[src/rtl/wormhole_out_arbiter.sv]
// Per-output-port wormhole arbiter: round-robin among five input gates, with the winner held from head to tail.
// Optional feature macro WH_ARB_TIMEOUT_EN adds a stall timeout that force-releases a stuck lock.
module wormhole_out_arbiter #(
    parameter logic [2:0] PORT           = 3'd0,
    parameter int         TIMEOUT_CYCLES = 16
) (
    input  logic       clk,
    input  logic       rst,
    input  logic       enable,
    input  logic       out_ready,
    input  logic [2:0] pe_gate,
    input  logic [2:0] north_gate,
    input  logic [2:0] east_gate,
    input  logic [2:0] south_gate,
    input  logic [2:0] west_gate,
    input  logic [9:0] flit_type,
    output logic [2:0] grant,
    output logic       grant_vld,
    output logic [4:0] ack,
    output logic       drop
);

    typedef enum logic [0:0] {
        ST_IDLE   = 1'b0,
        ST_LOCKED = 1'b1
    } state_t;

    localparam logic [2:0] NO_GRANT = 3'd7;

    if (PORT > 3'd4 || TIMEOUT_CYCLES < 1) begin : g_param_chk
        $error("wormhole_out_arbiter: PORT must be 0..4 and TIMEOUT_CYCLES >= 1");
    end

    function automatic logic [2:0] wrap5(input logic [3:0] v);
        logic [2:0] r;
        if (v >= 4'd5) begin
            r = 3'(v - 4'd5);
        end else begin
            r = v[2:0];
        end
        return r;
    endfunction

    state_t     state_r, state_n;
    logic [2:0] owner_r, owner_n;
    logic [2:0] rr_ptr_r, rr_ptr_n;
    logic [2:0] grant_r, grant_n;
    logic       grant_vld_r, grant_vld_n;
    logic [4:0] ack_r, ack_n;
    logic       drop_r, drop_n;
    logic       gap_r, gap_n;

    logic [2:0] gate_s [5];
    logic [1:0] type_s [5];
    logic [4:0] req_s;
    logic [4:0] head_s;
    logic       found_s;
    logic [2:0] winner_s;
    logic [2:0] idx_s;
    logic       consume_s;

`ifdef WH_ARB_TIMEOUT_EN
    localparam int CNT_W = (TIMEOUT_CYCLES > 1) ? $clog2(TIMEOUT_CYCLES) : 1;
    logic [CNT_W-1:0] cnt_r, cnt_n;
`endif

    // Decode requests and pick the first head-eligible input at or after rr_ptr.
    always_comb begin
        gate_s[0] = north_gate;
        gate_s[1] = east_gate;
        gate_s[2] = south_gate;
        gate_s[3] = west_gate;
        gate_s[4] = pe_gate;
        found_s   = 1'b0;
        winner_s  = 3'd0;
        idx_s     = 3'd0;
        for (int i = 0; i < 5; i++) begin
            type_s[i] = flit_type[2*i +: 2];
            req_s[i]  = (gate_s[i] == PORT);
            head_s[i] = req_s[i] && type_s[i][1];
        end
        for (int k = 0; k < 5; k++) begin
            idx_s = wrap5({1'b0, rr_ptr_r} + 4'(k));
            if (!found_s && head_s[idx_s]) begin
                found_s  = 1'b1;
                winner_s = idx_s;
            end else begin
                found_s  = found_s;
            end
        end
        consume_s = req_s[owner_r] && out_ready;
    end

    // Next-state and registered-output logic.
    always_comb begin
        state_n     = state_r;
        owner_n     = owner_r;
        rr_ptr_n    = rr_ptr_r;
        grant_n     = grant_r;
        grant_vld_n = grant_vld_r;
        ack_n       = 5'b00000;
        drop_n      = 1'b0;
        gap_n       = gap_r;
`ifdef WH_ARB_TIMEOUT_EN
        cnt_n       = cnt_r;
`endif
        if (!enable) begin
            ack_n  = 5'b00000;
            drop_n = 1'b0;
        end else begin
            case (state_r)
                ST_IDLE: begin
                    if (gap_r) begin
                        // Guaranteed idle cycle after a tail before re-arbitrating.
                        gap_n       = 1'b0;
                        grant_n     = NO_GRANT;
                        grant_vld_n = 1'b0;
                    end else if (out_ready && found_s) begin
                        grant_n     = winner_s;
                        grant_vld_n = 1'b1;
                        ack_n       = 5'b00001 << winner_s;
                        rr_ptr_n    = wrap5({1'b0, winner_s} + 4'd1);
                        owner_n     = winner_s;
`ifdef WH_ARB_TIMEOUT_EN
                        cnt_n       = '0;
`endif
                        if (type_s[winner_s] == 2'b10) begin
                            state_n = ST_LOCKED;
                        end else begin
                            state_n = ST_IDLE;
                        end
                    end else begin
                        grant_n     = NO_GRANT;
                        grant_vld_n = 1'b0;
                    end
                end
                ST_LOCKED: begin
                    grant_n     = owner_r;
                    grant_vld_n = 1'b1;
                    if (consume_s) begin
                        ack_n = 5'b00001 << owner_r;
`ifdef WH_ARB_TIMEOUT_EN
                        cnt_n = '0;
`endif
                        if (type_s[owner_r] == 2'b01) begin
                            state_n = ST_IDLE;
                            gap_n   = 1'b1;
                        end else begin
                            state_n = ST_LOCKED;
                        end
                    end else begin
`ifdef WH_ARB_TIMEOUT_EN
                        if (cnt_r == CNT_W'(TIMEOUT_CYCLES - 1)) begin
                            state_n     = ST_IDLE;
                            grant_n     = NO_GRANT;
                            grant_vld_n = 1'b0;
                            drop_n      = 1'b1;
                            cnt_n       = '0;
                        end else begin
                            cnt_n = cnt_r + CNT_W'(1);
                        end
`else
                        state_n = ST_LOCKED;
`endif
                    end
                end
                default: begin
                    state_n     = ST_IDLE;
                    grant_n     = NO_GRANT;
                    grant_vld_n = 1'b0;
                    gap_n       = 1'b0;
                end
            endcase
        end
    end

    // State and output registers.
    always_ff @(posedge clk or negedge rst) begin
        if (!rst) begin
            state_r     <= ST_IDLE;
            owner_r     <= 3'd0;
            rr_ptr_r    <= 3'd0;
            grant_r     <= NO_GRANT;
            grant_vld_r <= 1'b0;
            ack_r       <= 5'b00000;
            drop_r      <= 1'b0;
            gap_r       <= 1'b0;
`ifdef WH_ARB_TIMEOUT_EN
            cnt_r       <= '0;
`endif
        end else begin
            state_r     <= state_n;
            owner_r     <= owner_n;
            rr_ptr_r    <= rr_ptr_n;
            grant_r     <= grant_n;
            grant_vld_r <= grant_vld_n;
            ack_r       <= ack_n;
            drop_r      <= drop_n;
            gap_r       <= gap_n;
`ifdef WH_ARB_TIMEOUT_EN
            cnt_r       <= cnt_n;
`endif
        end
    end

    assign grant     = grant_r;
    assign grant_vld = grant_vld_r;
    assign ack       = ack_r;
    assign drop      = drop_r;

endmodule

[config.mk]
export PLATFORM = sky130hd
export DESIGN_NAME = wormhole_out_arbiter
export DESIGN_NICKNAME = d
export VERILOG_FILES = /design/src/rtl/wormhole_out_arbiter.sv
export SDC_FILE = /design/constraint.sdc
export NUM_CORES = 1
export LEC_CHECK = 0
export ABC_AREA = 1
export BUFFER_PORTS_ARGS = -buffer_cell sky130_fd_sc_hd__buf_2
export CORE_MARGIN = 2
export CORE_UTILIZATION = 60
export CTS_CLUSTER_SIZE = 16
export DETAILED_ROUTE_END_ITERATION = 8
export PLACE_DENSITY = 0.82
export SLEW_MARGIN = 5
export SYNTH_ARGS = -nofsm -noshare
export SYNTH_HDL_FRONTEND = slang
export SYNTH_SLANG_ARGS = --single-unit
[constraint.sdc]
create_clock -name clk -period 7.9 [get_ports clk]
set_clock_uncertainty 0.05 [all_clocks]
set_input_delay 1.975 -clock clk [delete_from_list [all_inputs] [get_ports clk]]
set_output_delay 1.975 -clock clk [all_outputs]
set_load 0.02 [all_outputs]
==> results of run 1 <==
registers in the layout (all words and copies together), names as in the netlist:
register / flops
rr_ptr_r: 3
owner_r: 3
grant_vld: 1
state_r: 1
grant: 3
gap_r: 1
ack: 5
metal layers:
| layer | routed length, µm | GRT usage, % |
|---|---|---|
| met1 | 2530 | 42.8 |
| met2 | 2180 | 41.8 |
| met3 | 462 | 3.93 |
| met4 | 63 | 7.34 |
| met5 | 0 | 0 |
critical path, delay by kind of cell:
family / cells / cell delay (ns)
XOR/XNOR: 1 / 0.20
buffers and inverters: 2 / 0.17
adder cells (fa/ha/maj): 2 / 0.54
AO/OA/AOI/OAI: 2 / 0.24
AND/OR/NAND/NOR: 11 / 1.38
through the flow:
stage                     instance area, µm²  hold slack (ns)  std cells
final                                   2360            0.431        409
after global routing                    2360            0.459        409
after CTS                               2360            0.442        409
after detailed placement                2330            0.427        405
after global placement                  2330            0.404        405
after floorplan                         2120            0.451        327
cell families (layout without fill, tap and decap cells):
logic type,after synthesis,after routing,synth area share (%)
fa+ha+maj,15,15,9.21
flops,17,17,20.2
buf+inv,58,94,10.7
compound gates,54,54,15.1
xor+xnor,5,5,2.77
simple gates,177,177,41.8
other cells,1,1,0.177
cells in the mapped netlist, drive strengths merged:
| master | instances | area, µm² |
|---|---|---|
| nand2 | 86 | 350 |
| inv | 53 | 199 |
| nand3 | 42 | 263 |
| nor2 | 31 | 153 |
| o21ai | 25 | 129 |
| dfrtp | 14 | 350 |
| ha | 14 | 175 |
| a21oi | 11 | 55.1 |
| nand4 | 11 | 75.1 |
| o211ai | 6 | 45.0 |
| xor2 | 5 | 58.8 |
| nor3 | 4 | 25.0 |
| o22ai | 4 | 25.0 |
| buf | 3 | 20.0 |
| dfstp | 3 | 78.8 |
| a221oi | 2 | 17.5 |
| clkbuf | 2 | 7.51 |
| nor4 | 2 | 12.5 |
| o221ai | 2 | 17.5 |
| a22oi | 1 | 7.51 |
| a2bb2oi | 1 | 8.76 |
| conb | 1 | 3.75 |
| fa | 1 | 20.0 |
| nand3b | 1 | 7.51 |
| o21a | 1 | 7.51 |
| o31ai | 1 | 7.51 |
worst max path at each step:
stage | cells after the start | from | endpoint | slack (ns)
after floorplan | 17 | pe_gate[1] | rr_ptr_r[0]$_DFFE_PN0P_ | 3.68
after global placement | 18 | pe_gate[1] | rr_ptr_r[0]$_DFFE_PN0P_ | 3.32
after detailed placement | 18 | pe_gate[1] | rr_ptr_r[0]$_DFFE_PN0P_ | 3.20
after CTS | 18 | pe_gate[1] | rr_ptr_r[0]$_DFFE_PN0P_ | 3.51
after global routing | 18 | south_gate[1] | rr_ptr_r[0]$_DFFE_PN0P_ | 3.28
final | 18 | pe_gate[1] | rr_ptr_r[0]$_DFFE_PN0P_ | 3.51
layout make-up:
cell class,count,area (µm²)
multi-input cells,252,1460
fillers,312,1000
flip-flops and latches,17,429
inverters,53,199
repair buffers,37,185
well taps,46,57.6
clock buffers,3,22.5
clock inverters,1,5.00
==> metrics.cfg, run 1 <==
[outcome]
status=complete, no violations

[worst_setup_path]
critPathMaxFanout=6
cp-start-kind=input port
end_kind=register
r2r_slack_ns=3.76
r2r_end=rr_ptr_r[0]$_DFFE_PN0P_
crit_top_cell=nor2_1
slowest_delay_ns=0.32
crit_chain=buf_2, nor2_1, nand2_1, nor2_1, nand3_1, nand2_1, nand2_2, nand4_1, nor2_1, nor2_1, nand3_2, ha_1, ha_1, inv_1, o21ai_0, xor2_1, nand2_1, o21ai_0
required_ns=8.02
worstRegToRegCells=24
timing_worst_setup_path_type=input port to register
cp_slowest_cell=nor2_1
crit_arrival_ns=4.51
r2r-start=rr_ptr_r[0]$_DFFE_PN0P_

[clocking]
post_cts_resized=0
clk_pin_slew_ns=0.09
cts_root_buffer=clkbuf_4
clock-sinks=17
cts_buffers=3
hold_buffers=0
insertion_delay_ns=0.29
cts_max_level=1
cts_buffer_depth=2
cts_setup_buffers=0
cts_tree=yes

[sta]
post-route-min-period_ns=4.39
timing.setup.tns_ns=0
setup_ws_ns=3.51
finalMaxSlewViolations=0
finalSetupViolations=0
worstMarginPinSlew_ns=0.623
fin_crit_sh_pct=55.6
hold_violations=0
clock.fmax_mhz=228
rsz0062_at_grt=no
relSlewSlack_pct=58.5

[global_route]
grt_max_degree=18
grt_pass1_vias=1979
grt_use_total_pct=28.2
antenna_found_initial=0
grt_pass1_wl_mm=9.04
grt_overflow_total=0

[synthesis]
synth-seq-area-share_pct=20.2
syn_area_um2=2120
ys_warn_count=0
mappedNetlistNets=371
ys_seq_elements=17
syn_area_per_cell_um2=6.48
ys_types=40
synth_cells=327

[die]
core_um2=3360
fp.dieArea_um2=4020
die_h_um=63.4
initial_core_util_pct=63.0
io_pins=39
die_w_um=63.4
rows=21

[placement]
gp_congestion=0.977
port-buffer-count=37
hpwl_mm=4.30
pre_cts_slack_ns=3.20

[detailed_routing]
vias=2243
ant_nets=0
drtPass1Iterations=5
drtIter0Drc=225
wirelength_mm=5.24
drc=0
viasPerCell=5.48
routedWlPerCell_um=12.8

[layout]
utilization_pct=70.2
final_common_cell=nand2_1
final_layout_size_suffix_gt1_share_pct=21.8
synthToLayoutAreaGrowth_pct=11.5
nNetsFinal=408
mostFrequentLayoutCells=77 x nand2_1, 43 x inv_1, 37 x buf_2
antennaDiodeCount=0

[hold_path]
hp-class=register to register
hp-start=grant[0]$_DFFE_PN1P_
min_path_cells=2
min_to=grant[0]$_DFFE_PN1P_

[flow_run]
drv_cap=0

Power of run 1 is left out: the tool's default activity adds up to more than one toggle a clock period on the data nets, which glitch-free logic cannot reach.
==> run 2, diff against run 1 <==
- CORE_UTILIZATION: 60 -> 51
- PLACE_DENSITY: 0.82 -> 0.74
- clock period: 7.9 -> 3.8 ns (I/O delays scaled with it)
==> run 2 against run 1 <==
Die area up 16%. Flip-flop and latch count unchanged. Sequential share of layout area down 0.56 points. Worst setup slack worse by 3.2 ns. Critical path depth up 4. Non-clock buffer count up 6. Cell count up 2.4%. Via count up 2.5%.
==> metrics.cfg, run 2 (synthesis gave the netlist of run 1 again) <==
[worst_setup_path]
critPathMaxFanout=9  ; +3
end_kind=register
timing_worst_setup_path_type=register to register
required_ns=3.88  ; -4.14 ns
cp-start-kind=register
crit_arrival_ns=3.63  ; -0.88 ns

[hold_path]
hp-class=register to register

[clocking]
cts_root_buffer=clkbuf_8
clk_pin_slew_ns=0.06  ; -0.03 ns
clock-sinks=17  ; unchanged
cts_buffer_depth=2  ; unchanged
cts_tree=yes
cts_buffers=3  ; unchanged
cts_max_level=1  ; unchanged
insertion_delay_ns=0.26  ; -0.03 ns

[placement]
placed_cell_area_um2=2380  ; +1.8%
gp_congestion=0.905  ; -7.3%
hpwl_mm=4.64  ; +8.0%
port-buffer-count=37  ; unchanged

[detailed_routing]
drc=0  ; unchanged
routedWlPerCell_um=14.0  ; +9.2%
ant_nets=0  ; unchanged
viasPerCell=5.49  ; about the same
drtIter0Drc=212  ; -5.8%
wirelength_mm=5.86  ; +12%
vias=2299  ; +2.5%
drtPass1Iterations=5  ; unchanged

[sta]
hold_violations=0  ; unchanged
post-route-min-period_ns=3.54
fin_crit_sh_pct=93.2
worstMarginPinSlew_ns=0.572  ; -0.0507 ns
timing.setup.tns_ns=0  ; unchanged
finalMaxSlewViolations=0  ; unchanged
clock.fmax_mhz=282
relSlewSlack_pct=61.4  ; +3.0 points
finalSetupViolations=0  ; unchanged

[layout]
synthToLayoutAreaGrowth_pct=15.6
utilization_pct=61.3  ; -9.0 points
final_common_cell=nand2_1
antennaDiodeCount=0  ; unchanged
final_cell_area_um2=2450  ; +3.8%
nNetsFinal=414  ; +1.5%
largest_reg_flops=5  ; unchanged
mostFrequentLayoutCells=76 x nand2_1, 42 x inv_1, 37 x buf_2
final_layout_size_suffix_gt1_share_pct=24.9  ; +3.2 points

[flow_run]
drv_cap=0  ; unchanged

[global_route]
grt_max_degree=18  ; unchanged
grt_pass1_vias=1997  ; +0.91%
antenna_found_initial=0  ; unchanged
grt_overflow_total=0  ; unchanged
grt_use_total_pct=26.8  ; -1.3 points
grt_pass1_wl_mm=9.39  ; +3.9%

[die]
fp.dieArea_um2=4690  ; +16%
die_w_um=68.5  ; +7.9%
io_pins=39  ; unchanged
rows=23  ; +9.5%
die_h_um=68.5  ; +7.9%
initial_core_util_pct=53.0  ; -10 points
core_um2=4000  ; +19%

[outcome]
status=complete, no violations

==> run 2: routing by layer <==
| metal | routed length [µm] | GRT usage [%] | part of all wire (%) | vias up |
|---|---|---|---|---|
| li1 | - | - | - | 1167 |
| met1 | 2810 | 39.0 | 48 | 1026 |
| met2 | 2470 | 41.9 | 42 | 94 |
| met3 | 470 | 3.95 | 8.0 | 12 |
| met4 | 105 | 5.50 | 1.8 | 0 |
| met5 | 0 | 0 | 0 | - |
==> run 2: repair_timing <==
item / in CTS / in global routing
setup buffers: 0 / 1
hold buffers: 0 / 0
setup endpoints to repair: 0 / 2
resized for setup: 0 / 9
==> run 2: per-stage QoR <==
step / hold WS (ns) / std cells / setup slack (ns)
2_1_floorplan: 0.451 / 327 / 0.428
3_3_place_gp: 0.410 / 414 / 0.274
3_5_place_dp: 0.414 / 414 / 0.153
4_1_cts: 0.424 / 418 / 0.150
5_1_grt: 0.458 / 419 / -0.0131
6_report: 0.422 / 419 / 0.258
==> run 2: worst paths after layout <==
check                                          end  depth (start not counted)                     from  slack (ns)
setup / recovery           rr_ptr_r[0]$_DFFE_PN0P_                         22  rr_ptr_r[1]$_DFFE_PN0P_        0.26
hold / removal                grant[0]$_DFFE_PN1P_                          2     grant[0]$_DFFE_PN1P_        0.42
setup reg to reg           rr_ptr_r[0]$_DFFE_PN0P_                         22  rr_ptr_r[1]$_DFFE_PN0P_        0.26
hold reg to reg               grant[0]$_DFFE_PN1P_                          2     grant[0]$_DFFE_PN1P_        0.42
max in group asynchronous     grant[1]$_DFFE_PN1P_                          1                      rst        2.83
min in group asynchronous         ack[2]$_DFF_PN0_                          1                      rst        0.55
==> run 2: critical path, cell delays in order, from the launching register on <==
cell	delay (ns)
dfrtp_2	0.46
buf_4	0.17
fa_1	0.44
inv_1	0.11
nand2_2	0.12
nand2_1	0.12
nand2_1	0.11
nand2_1	0.08
nand3_1	0.06
nand2_1	0.07
nand2_1	0.06
nand2_2	0.10
nand4_1	0.14
nor2_2	0.21
nor2_4	0.06
nand3_4	0.13
ha_2	0.22
ha_1	0.23
inv_1	0.07
o21ai_1	0.11
xor2_1	0.18
nand2_1	0.06
o21ai_0	0.07
==> run 2: area by class of cell <==
class / instances / area (µm²)
Fill cell: 421 / 1550
Timing Repair Buffer: 43 / 230
Clock buffer: 4 / 45.0
Multi-Input combinational cell: 252 / 1480
Tap cell: 50 / 62.6
Sequential cell: 17 / 432
Inverter: 53 / 203
Power of run 2 is left out for the same reason.
==> run 3, diff against run 2 <==
- CAP_MARGIN: default -> 20
- MAX_ROUTING_LAYER: default -> met4
- SETUP_SLACK_MARGIN: default -> 0.5
==> run 3 against run 2 <==
First-iteration DRC count increased by 23%. Count of clock-buffer cells in the layout did not move. Die area unchanged. Global-route usage is essentially flat. Routed wire length increased by 4.8%.
==> metrics.cfg, run 3 (synthesis gave the netlist of run 1 again) <==
[layout]
antennaDiodeCount=0  ; unchanged
largest_reg_flops=5  ; unchanged
nNetsFinal=427  ; +3.1%
final_common_cell=nand2_1
synthToLayoutAreaGrowth_pct=27.4
fillers=355  ; -16%
instances_no_fill=432  ; +3.1%
mostFrequentLayoutCells=72 x nand2_1, 37 x inv_1, 37 x buf_2
final_layout_size_suffix_gt1_share_pct=33.8  ; +8.8 points

[worst_setup_path]
r2r_slack_ns=0.49  ; +0.23 ns
end_kind=register
required_ns=3.89  ; about the same
worstRegToRegCells=23  ; +4.5%
slowest_delay_ns=0.42  ; -0.04 ns
r2r-start=rr_ptr_r[0]$_DFFE_PN0P_
critPathMaxFanout=7  ; -2
timing_worst_setup_path_type=register to register
r2r_end=rr_ptr_r[0]$_DFFE_PN0P_
cp-start-kind=register
crit_chain=inv_4, ha_4, inv_2, fa_2, inv_4, nand2_8, nand2_8, nand3_2, nand3_2, nand2_1, nand2_1, nand2_2, nand4_1, nor2_1, nor2_1, nand3_2, ha_4, ha_4, inv_2, o21ai_4, xor2_1, nand2_1, o21ai_1
crit_arrival_ns=3.39  ; -0.24 ns
cp_slowest_cell=dfrtp_1

[detailed_routing]
wirelength_mm=6.14  ; +4.8%
viasPerCell=5.52  ; +0.58%
routedWlPerCell_um=14.2  ; +1.6%
vias=2384  ; +3.7%
drtPass1Iterations=5  ; unchanged
drc=0  ; unchanged
drtIter0Drc=261  ; +23%
ant_nets=0  ; unchanged

[hold_path]
hp-start=grant[0]$_DFFE_PN1P_
min_path_cells=2  ; unchanged
hp-class=register to register
min_to=grant[0]$_DFFE_PN1P_

[clocking]
hold_buffers=0  ; unchanged
cts_root_buffer=clkbuf_8
clock-sinks=17  ; unchanged
cts_buffers=3  ; unchanged
cts_max_level=1  ; unchanged
clk_pin_slew_ns=0.06  ; about the same
insertion_delay_ns=0.25  ; about the same
cts_tree=yes
cts_buffer_depth=2  ; unchanged

[sta]
finalMaxSlewViolations=0  ; unchanged
hold_violations=0  ; unchanged
worstMarginPinSlew_ns=0.544  ; -0.0284 ns
post-route-min-period_ns=3.31  ; -0.234 ns
rsz0062_at_grt=yes
relSlewSlack_pct=63.3  ; +1.9 points
finalSetupViolations=0  ; unchanged
clock.fmax_mhz=302  ; +7.1%
timing.setup.tns_ns=0  ; unchanged
fin_crit_sh_pct=87.1  ; -6.2 points

[flow_run]
drv_cap=0  ; unchanged

[placement]
dp_cells=412  ; -0.48%
port-buffer-count=37  ; unchanged
gp_congestion=0.935  ; +3.2%
hpwl_mm=4.48  ; -3.4%

[global_route]
grt_max_degree=18  ; unchanged
grt_pass1_wl_mm=9.23  ; -1.7%
grt_use_total_pct=26.9  ; about the same
grt_pass1_vias=1984  ; -0.65%
antenna_found_initial=0  ; unchanged
grt_overflow_total=0  ; unchanged

[die]
io_pins=39  ; unchanged
core_um2=4000  ; unchanged
die_w_um=68.5  ; unchanged
initial_core_util_pct=53.0  ; unchanged
rows=23  ; unchanged
fp.dieArea_um2=4690  ; unchanged
die_h_um=68.5  ; unchanged

[outcome]
status=complete, no violations

[run 3: cell types whose count changed in the layout (fill, tap and decap cells not counted), moves of 4 or more]
| cell | before | now |
|---|---|---|
| buf_4 | 6 | 18 |
| inv_2 | 10 | 14 |
| nand3_1 | 36 | 32 |
| ha_1 | 13 | 8 |
| inv_1 | 42 | 37 |
| nand2_1 | 76 | 72 |
[run 3: timing repair]
item,in CTS,in global routing
gates resized for setup,13,31
endpoints found under the setup margin,2,5
pin swaps,4,23
buffers inserted,9,7
[run 3: how the worst max path moves through the flow]
stage / end / startpoint / cells past startpoint
final: rr_ptr_r[0]$_DFFE_PN0P_ / rr_ptr_r[0]$_DFFE_PN0P_ / 23
after global routing: rr_ptr_r[0]$_DFFE_PN0P_ / rr_ptr_r[0]$_DFFE_PN0P_ / 23
after CTS: rr_ptr_r[0]$_DFFE_PN0P_ / rr_ptr_r[0]$_DFFE_PN0P_ / 25
after detailed placement: rr_ptr_r[0]$_DFFE_PN0P_ / pe_gate[1] / 16
after global placement: rr_ptr_r[0]$_DFFE_PN0P_ / pe_gate[1] / 16
after floorplan: rr_ptr_r[0]$_DFFE_PN0P_ / rr_ptr_r[0]$_DFFE_PN0P_ / 24
[run 3: final cells by class]
class                   count  area [µm²]  area share, %
clock buffers               4        45.0           1.67
well taps                  50        62.6           2.32
flip-flops and latches     17         432           16.0
repair buffers             56         332           12.3
inverters                  53         204           7.55
multi-input cells         252        1630           60.2
[run 3: through the flow]
step           worst slack [ns]  hold WS [ns]  utilization [%]  cell area [µm²]
6_report                  0.492         0.437             67.5             2700
3_5_place_dp              0.188         0.432             59.2             2370
4_1_cts                   0.508         0.442             63.2             2530
5_1_grt                   0.288         0.485             67.5             2700
2_1_floorplan             0.521         0.451                -             2130
3_3_place_gp              0.213         0.408             59.2             2370
[run 3: layer usage]
layer / up-vias / GRT usage, % / part of all wire (%)
met5: - / - / 0
met4: 0 / 5.00 / 1.1
met3: 8 / 4.11 / 8.3
met2: 116 / 39.1 / 43
met1: 1064 / 39.3 / 47
li1: 1196 / - / -
[run 3: critical path, delay by kind of cell, from the launching register on]
kind,cells,cell delay [ns]
AOI/OAI and AO/OA,2,0.13
xor gates and xnor gates,1,0.14
adders and majority gates,4,0.97
buffers and inverters,4,0.33
DFF,1,0.42
and+or+nand+nor,12,1.18
Power of run 3 is left out for the same reason.
